--- src/rtl/mem_port_arbiter.sv ---
// Shares one memory port between fetch and LSU: LSU priority, fetch starvation guard, in-order response routing. Optional ARB_PERF_CNT_EN adds stall counters.
// Latency: request/grant is combinational; responses are routed in the cycle mem_rvalid_i arrives.
// Backpressure: a denied requester stalls; a presented request is held until mem_gnt_i; new issue stops at MAX_OUTST outstanding.
module mem_port_arbiter #(
    parameter int MAX_OUTST    = 2,
    parameter int STARVE_LIMIT = 4
) (
    input  logic        clk_i,
    input  logic        rst_ni,
    input  logic        if_req_i,
    input  logic [31:0] if_addr_i,
    output logic        if_gnt_o,
    output logic        if_rvalid_o,
    output logic [31:0] if_rdata_o,
    input  logic        lsu_req_i,
    input  logic        lsu_we_i,
    input  logic [3:0]  lsu_be_i,
    input  logic [31:0] lsu_addr_i,
    input  logic [31:0] lsu_wdata_i,
    output logic        lsu_gnt_o,
    output logic        lsu_rvalid_o,
    output logic [31:0] lsu_rdata_o,
    output logic        mem_req_o,
    output logic        mem_we_o,
    output logic [3:0]  mem_be_o,
    output logic [31:0] mem_addr_o,
    output logic [31:0] mem_wdata_o,
    input  logic        mem_gnt_i,
    input  logic        mem_rvalid_i,
    input  logic [31:0] mem_rdata_i,
    output logic        spurious_o
`ifdef ARB_PERF_CNT_EN
    ,
    output logic [31:0] perf_if_stall_o,
    output logic [31:0] perf_lsu_stall_o
`endif
);

    localparam int CW = $clog2(MAX_OUTST + 1);
    localparam int SW = $clog2(STARVE_LIMIT + 1);
    localparam logic [CW-1:0] OUTST_MAX  = CW'(MAX_OUTST);
    localparam logic [SW-1:0] STARVE_MAX = SW'(STARVE_LIMIT);

    logic [MAX_OUTST-1:0] owner_q, owner_d;
    logic [CW-1:0]        count_q, count_d, wr_idx;
    logic [SW-1:0]        starve_q, starve_d;
    logic                 lock_q, lock_d;
    logic                 lock_owner_q, lock_owner_d;
    logic                 spurious_q, spurious_d;
    logic                 win_vld, win_lsu, push, pop;

    always_comb begin
        win_vld = 1'b0;
        win_lsu = 1'b0;
        if (lock_q) begin
            win_lsu = lock_owner_q;
            win_vld = lock_owner_q ? lsu_req_i : if_req_i;
        end else if (count_q < OUTST_MAX) begin
            if (lsu_req_i && !(if_req_i && starve_q == STARVE_MAX)) begin
                win_vld = 1'b1;
                win_lsu = 1'b1;
            end else if (if_req_i) begin
                win_vld = 1'b1;
            end
        end
    end

    assign mem_req_o   = rst_ni & win_vld;
    assign mem_we_o    = win_lsu & lsu_we_i;
    assign mem_be_o    = win_lsu ? lsu_be_i : 4'hF;
    assign mem_addr_o  = win_lsu ? lsu_addr_i : if_addr_i;
    assign mem_wdata_o = win_lsu ? lsu_wdata_i : 32'h0;

    assign push      = mem_req_o & mem_gnt_i;
    assign if_gnt_o  = push & ~win_lsu;
    assign lsu_gnt_o = push & win_lsu;

    // owner_q[0] is the oldest outstanding transaction
    assign pop          = mem_rvalid_i && (count_q != '0);
    assign if_rvalid_o  = rst_ni & pop & ~owner_q[0];
    assign lsu_rvalid_o = rst_ni & pop & owner_q[0];
    assign if_rdata_o   = mem_rdata_i;
    assign lsu_rdata_o  = mem_rdata_i;
    assign spurious_o   = spurious_q;

    always_comb begin
        owner_d = owner_q;
        count_d = count_q;
        wr_idx  = count_q;
        if (pop) begin
            owner_d = owner_q >> 1;
            count_d = count_q - CW'(1);
            wr_idx  = count_q - CW'(1);
        end
        if (push) begin
            for (int i = 0; i < MAX_OUTST; i++) begin
                if (CW'(i) == wr_idx) owner_d[i] = win_lsu;
            end
            count_d = count_d + CW'(1);
        end
    end

    always_comb begin
        starve_d = '0;
        if (if_req_i && !if_gnt_o) begin
            starve_d = (starve_q == STARVE_MAX) ? starve_q : starve_q + SW'(1);
        end
        lock_d       = mem_req_o & ~mem_gnt_i;
        lock_owner_d = lock_d ? win_lsu : lock_owner_q;
        spurious_d   = mem_rvalid_i && (count_q == '0);
    end

    always_ff @(posedge clk_i or negedge rst_ni) begin
        if (!rst_ni) begin
            owner_q      <= '0;
            count_q      <= '0;
            starve_q     <= '0;
            lock_q       <= 1'b0;
            lock_owner_q <= 1'b0;
            spurious_q   <= 1'b0;
        end else begin
            owner_q      <= owner_d;
            count_q      <= count_d;
            starve_q     <= starve_d;
            lock_q       <= lock_d;
            lock_owner_q <= lock_owner_d;
            spurious_q   <= spurious_d;
        end
    end

`ifdef ARB_PERF_CNT_EN
    logic [31:0] perf_if_q, perf_lsu_q;

    always_ff @(posedge clk_i or negedge rst_ni) begin
        if (!rst_ni) begin
            perf_if_q  <= '0;
            perf_lsu_q <= '0;
        end else begin
            if (if_req_i && !if_gnt_o)   perf_if_q  <= perf_if_q + 32'd1;
            if (lsu_req_i && !lsu_gnt_o) perf_lsu_q <= perf_lsu_q + 32'd1;
        end
    end

    assign perf_if_stall_o  = perf_if_q;
    assign perf_lsu_stall_o = perf_lsu_q;
`endif

endmodule

--- config.mk ---
export PLATFORM = sky130hd
export DESIGN_NAME = mem_port_arbiter
export DESIGN_NICKNAME = d
export VERILOG_FILES = /design/src/rtl/mem_port_arbiter.sv
export SDC_FILE = /design/constraint.sdc
export NUM_CORES = 1
export LEC_CHECK = 0
export CORE_AREA = 2 2 107 109
export DETAILED_ROUTE_END_ITERATION = 16
export DIE_AREA = 0 0 109 111
export SLEW_MARGIN = 40
export SYNTH_ARGS = -nofsm -noshare
export SYNTH_HDL_FRONTEND = slang
export SYNTH_SLANG_ARGS = --single-unit
--- constraint.sdc ---
create_clock -name clk_i -period 2.9 [get_ports clk_i]
set_input_delay 0.435 -clock clk_i [delete_from_list [all_inputs] [get_ports clk_i]]
set_output_delay 0.435 -clock clk_i [all_outputs]
set_load 0.02 [all_outputs]
* After elaboration in Yosys (flattened, before gate mapping)
Index checks and enable logic that the tools add are counted.
Word-level totals: word-level logic and storage cells 54, output and inout port bits 139, register bits 10, memories kept 0, input port bits 139, memory bits (read-only) 0, latch bits 0, bits in writable memories 0
Operators by class: div/mod/pow operators 0, shift-type cells 0, mux-type cells 19, bitwise gates (word level) 12, eq/ne operators 3, reductions and logical operators 10, add/sub/neg operators 3, order comparisons 1, multiply operators 0
Operator list (number):
- two-way mux 32 bit | 2
- two-way mux 1 bit | 10
- AND 1 bit | 9
- two-way mux 2 bit | 4
- two-way mux 3 bit | 2
- logical AND 1 bit | 5
- zero test 2 bit | 2
- two-way mux 4 bit | 1
- adder 3 x 1 -> 3 bit, second input constant | 1
- == test 3 bit, second input constant | 1
- NOT 1 bit | 3
- adder 2 x 1 -> 2 bit, second input constant | 1
- == test 1 x 2 -> 1 bit, first input constant | 1
- zero test 1 bit | 2
- less-than comparator 2 bit, second input constant | 1
- inequality test 2 bit, second input constant | 1
- nonzero test 2 bit | 1
- subtractor 2 x 1 -> 2 bit, second input constant | 1

* Depth between registers and ports, before layout
Gate-level depths: netlist of the first run.
word-level depth 13, gate-level depth with buffers 9

* Worst setup path after synthesis of the first run
OpenSTA, ideal clock, no wires.
path kind register to output, start point register starve_q[0], end point output mem_addr_o[1], arrival 1.744 ns, slack 0.721 ns, path buffers 1, required time 2.465 ns, cell stages (with the launch flop) 7, path through dfrtp_1 > inv_1 > ha_1 > nand3_1 > a32oi_4 > buf_6 > mux2_1
Between the ends: longest elaborated chain between the ends 8
Ends and longest elaborated chain:
- from (decl) | RTL line 46 | logic [SW-1:0] starve_q, starve_d;
- from (signal assigned) | RTL line 124 | starve_q <= starve_d;
- == test 3 bit | RTL line 59 | if (lsu_req_i && !(if_req_i && starve_q == STARVE_MAX)) begin
- logical AND 1 bit | RTL line 59
- zero test 1 bit | RTL line 59
- logical AND 1 bit | RTL line 59
- two-way mux 1 bit | RTL line 59
- two-way mux 1 bit | RTL line 58 | end else if (count_q < OUTST_MAX) begin
- two-way mux 1 bit | RTL line 55 | if (lock_q) begin
- two-way mux 32 bit | RTL line 71 | assign mem_addr_o = win_lsu ? lsu_addr_i : if_addr_i;
- to (decl) | RTL line 26 | output logic [31:0] mem_addr_o,
Every way passes these cells.

* Worst setup path after layout of the first run
start point register starve_q[0], end point output mem_addr_o[25]
The elaborated chain is that of the path after synthesis.

==> results of run 1 <==
-- flip-flops by register name (all words and copies together) (netlist names) --
name,flops
spurious_o,1
lock_owner_q,1
owner_q,2
lock_q,1
starve_q,3
count_q,2
-- area by class of cell --
type | instances | area, um^2 | area share
inverter | 6 | 22.52 | 0.006652
timing repair buffer | 189 | 1903 | 0.5621
tap | 143 | 178.9 | 0.05285
sequential | 10 | 250.2 | 0.07391
clock buffer | 3 | 75.07 | 0.02217
multi-input combinational | 120 | 955.9 | 0.2823
-- critical path, cell delays in order (launching register included) --
cell and delay (ns):
sky130_fd_sc_hd__dfrtp_1 0.40, sky130_fd_sc_hd__inv_1 0.07, sky130_fd_sc_hd__ha_1 0.20, sky130_fd_sc_hd__nand3_1 0.17, sky130_fd_sc_hd__a32oi_4 0.34, sky130_fd_sc_hd__buf_12 0.22
sky130_fd_sc_hd__mux2_1 0.34, sky130_fd_sc_hd__dlygate4sd2_1 0.33
-- cell usage after synthesis --
master	instances	area share
sky130_fd_sc_hd__nor3b_1	1	0.0043
sky130_fd_sc_hd__buf_6	3	0.019
sky130_fd_sc_hd__nand3_1	5	0.014
sky130_fd_sc_hd__or2_2	4	0.014
sky130_fd_sc_hd__xnor2_1	3	0.015
sky130_fd_sc_hd__and2_1	1	0.0035
sky130_fd_sc_hd__nand3b_1	1	0.0043
sky130_fd_sc_hd__and4b_1	1	0.0057
sky130_fd_sc_hd__nand2b_1	2	0.0071
sky130_fd_sc_hd__buf_4	64	0.27
sky130_fd_sc_hd__mux2i_1	4	0.023
sky130_fd_sc_hd__nand4_1	1	0.0035
sky130_fd_sc_hd__mux2_2	28	0.18
sky130_fd_sc_hd__a21o_1	1	0.0043
sky130_fd_sc_hd__ha_1	5	0.035
sky130_fd_sc_hd__o41ai_1	1	0.0050
sky130_fd_sc_hd__nor2_1	7	0.015
sky130_fd_sc_hd__clkbuf_2	1	0.0028
sky130_fd_sc_hd__buf_2	3	0.0085
sky130_fd_sc_hd__nor2b_1	33	0.12
sky130_fd_sc_hd__dfrtp_1	10	0.14
sky130_fd_sc_hd__inv_1	6	0.013
sky130_fd_sc_hd__mux2_1	4	0.025
sky130_fd_sc_hd__nor2_2	1	0.0035
sky130_fd_sc_hd__clkbuf_1	1	0.0021
sky130_fd_sc_hd__o31ai_1	1	0.0043
sky130_fd_sc_hd__a21bo_2	1	0.0057
sky130_fd_sc_hd__and4_1	1	0.0050
sky130_fd_sc_hd__nand2_1	8	0.017
sky130_fd_sc_hd__or2b_1	1	0.0043
sky130_fd_sc_hd__a21oi_1	3	0.0085
sky130_fd_sc_hd__a32oi_4	1	0.016
sky130_fd_sc_hd__nor3_1	1	0.0028
-- cell families (layout without fill, tap and decap cells) --
family / after synthesis / after routing / synth area share
and+or+nand+nor: 68 / 68 / 0.2210
xor gates and xnor gates: 3 / 3 / 0.01488
muxes: 36 / 36 / 0.2266
adders and majority gates: 5 / 5 / 0.03541
buffers and inverters: 78 / 198 / 0.3173
DFF: 10 / 10 / 0.1416
AOI/OAI and AO/OA: 8 / 8 / 0.04320
-- stage by stage --
step / cells / area [um^2]
after floorplan: 208 / 1767
after global placement: 468 / 3304
after detailed placement: 468 / 3304
after CTS: 471 / 3333
after global routing: 471 / 3386
final: 471 / 3386
-- layer usage --
metal  track usage  vias up  wire, um
li1              -      859         -
met1        0.1095      807      2489
met5             0        -         0
met4       0.01709        0        51
met2        0.1896      133      3437
met3       0.03704        9       939
-- power by group --
part	switching (W)	total [W]	internal (W)	leakage (nW)
clock	0.0000574	0.000236	0.000178	0.0370
sequential	0.0000386	0.000221	0.000182	0.131
combinational	0.000654	0.00132	0.000670	1.53
total	0.000749	0.00178	0.00103	1.70
-- cell usage in the layout, fill, tap and decap left out, types with 3 or more instances in the layout --
| master | netlist | routed |
|---|---|---|
| sky130_fd_sc_hd__a21oi_1 | 3 | 3 |
| sky130_fd_sc_hd__buf_4 | 64 | 5 |
| sky130_fd_sc_hd__mux2_1 | 4 | 4 |
| sky130_fd_sc_hd__or2_2 | 4 | 4 |
| sky130_fd_sc_hd__dfrtp_1 | 10 | 10 |
| sky130_fd_sc_hd__xnor2_1 | 3 | 3 |
| sky130_fd_sc_hd__dlygate4sd2_1 | 0 | 40 |
| sky130_fd_sc_hd__clkbuf_16 | 0 | 3 |
| sky130_fd_sc_hd__nand2_1 | 8 | 8 |
| sky130_fd_sc_hd__nor2_1 | 7 | 7 |
| sky130_fd_sc_hd__mux2_2 | 28 | 28 |
| sky130_fd_sc_hd__inv_1 | 6 | 6 |
| sky130_fd_sc_hd__dlymetal6s2s_1 | 0 | 21 |
| sky130_fd_sc_hd__nand3_1 | 5 | 5 |
| sky130_fd_sc_hd__ha_1 | 5 | 5 |
| sky130_fd_sc_hd__mux2i_1 | 4 | 4 |
| sky130_fd_sc_hd__nor2b_1 | 33 | 33 |
| sky130_fd_sc_hd__clkdlybuf4s50_1 | 0 | 120 |
-- final timing paths --
path                             start              to  cells after the start
setup / recovery           starve_q[0]  mem_addr_o[25]                      7
hold / removal              owner_q[1]      owner_q[1]                      2
setup reg to reg            count_q[1]      owner_q[1]                      8
hold reg to reg             owner_q[1]      owner_q[1]                      2
max in group asynchronous       rst_ni      count_q[0]                      2
min in group asynchronous       rst_ni      owner_q[0]                      2
==> results.yml, run 1 <==
sta:
  post-route-period-util: 0.9460
  slack_of_the_critical_path_ns: 0.1566
  totalNegativeSetupSlack_ns: 0
  maxSlewViolCount: 0
  layout_min_cycle_time_ns: 2.743
  grt_setup_unrepaired: "no"
  fmaxAchievable_ghz: 0.3645
  fin_worst_skew_ns: 0.001011
  hold_viol: 0
  worstMarginPinSlew_ns: 0.2558
  max_slew_margin: 0.8273
  finalSetupViolations: 0
  whs_ns: 0.5286
logic_synthesis:
  yosysUniqueCellTypes: 33
  synth_nets: 352
  post_synthesis_instance_area_um2: 1767
  ys_ff_latch: 10
  netlist_instances: 208
  seq_area_frac_synth: 0.1416
  yosys_warnings: 0
  postSynthAreaPerCell_um2: 8.494
setup_path:
  critical_path_arrival_ns: 2.31
  rrSetupSlack_ns: 1.10
  critPathRequiredTime_ns: 2.47
  critPathLaunchType: "flip-flop"
  critPathCaptureType: "output pin"
  critPathKind: "reg2out"
  maximum_fanout_count_along_the_critical_path: 24
clock_tree:
  cts_made_buffers: 3
  cts_tree: "built"
  ctsRootBufferMaster: "sky130_fd_sc_hd__clkbuf_16"
  cts.repair.resized: 41
  post-cts-setup-buffer-count: 0
  insertion_delay_ns: 0.23
  clk_path_buf_depth: 2
  cts.sink_count: 10
  cts-htree-levels: 1
  hold_buffers: 0
  clk_transition_reported_paths_ns: 0.04
placement:
  final_estimated_routing_congestion_in_global_placement: 0.7147
  hpwl_um: 5925
  pre_cts_ws_ns: -0.07565
  portBuffers: 181
layout:
  fillers: 1183
  syn_to_final_growth_pct: 91.64
  final_layout_size_suffix_gt1_frac: 0.1402
  antenna-diode-count: 0
  finalCoreUtilization: 0.3057
  nNetsFinal: 474
routing:
  wl_per_cell_um: 14.69
  antenna_viol_nets_final: 0
  drt-pass1-iter-count: 5
  first_iter_violations: 51
  dr_total_vias: 1808
  detail_route.drc_violations: 0
  vias_per_cell: 3.839
  wl_um: 6917
run:
  max_cap_viol_count: 0
floorplanning:
  number_of_placement_rows: 39
  pin_count: 278
  die_height_um: 111
  chipWidth_um: 109
  effective_utilization_at_floorplan: 0.1595
  dieArea_um2: 12100
  coreArea_um2: 11080
pwr:
  power_density_nw_per_um2: 525.6
  worst_ir_drop_vdd_mv: 0.1858
  cellLeakagePower_nw: 1.697
  design_power_total_w: 0.001780
global_routing:
  grt_first_pass_wirelength_um: 9611
  grt_antenna_before_repair: 0
  first_global_vias: 1836
  global_route.usage.total: 0.1020
  grt_overflow_total: 0
  largest_net_degree_at_the_start_of_global_routing: 25
status:
  outcome: "finished, final reports clean"
min_path:
  worst_hold_path_type: "reg2reg"
(Power assumes the default switching activity.)
==> run 2: changes to the inputs <==
Settings changed: CAP_MARGIN set to 40.
==> results of run 2 <==
Final layout, timing and power as in run 1 (identical DEF).
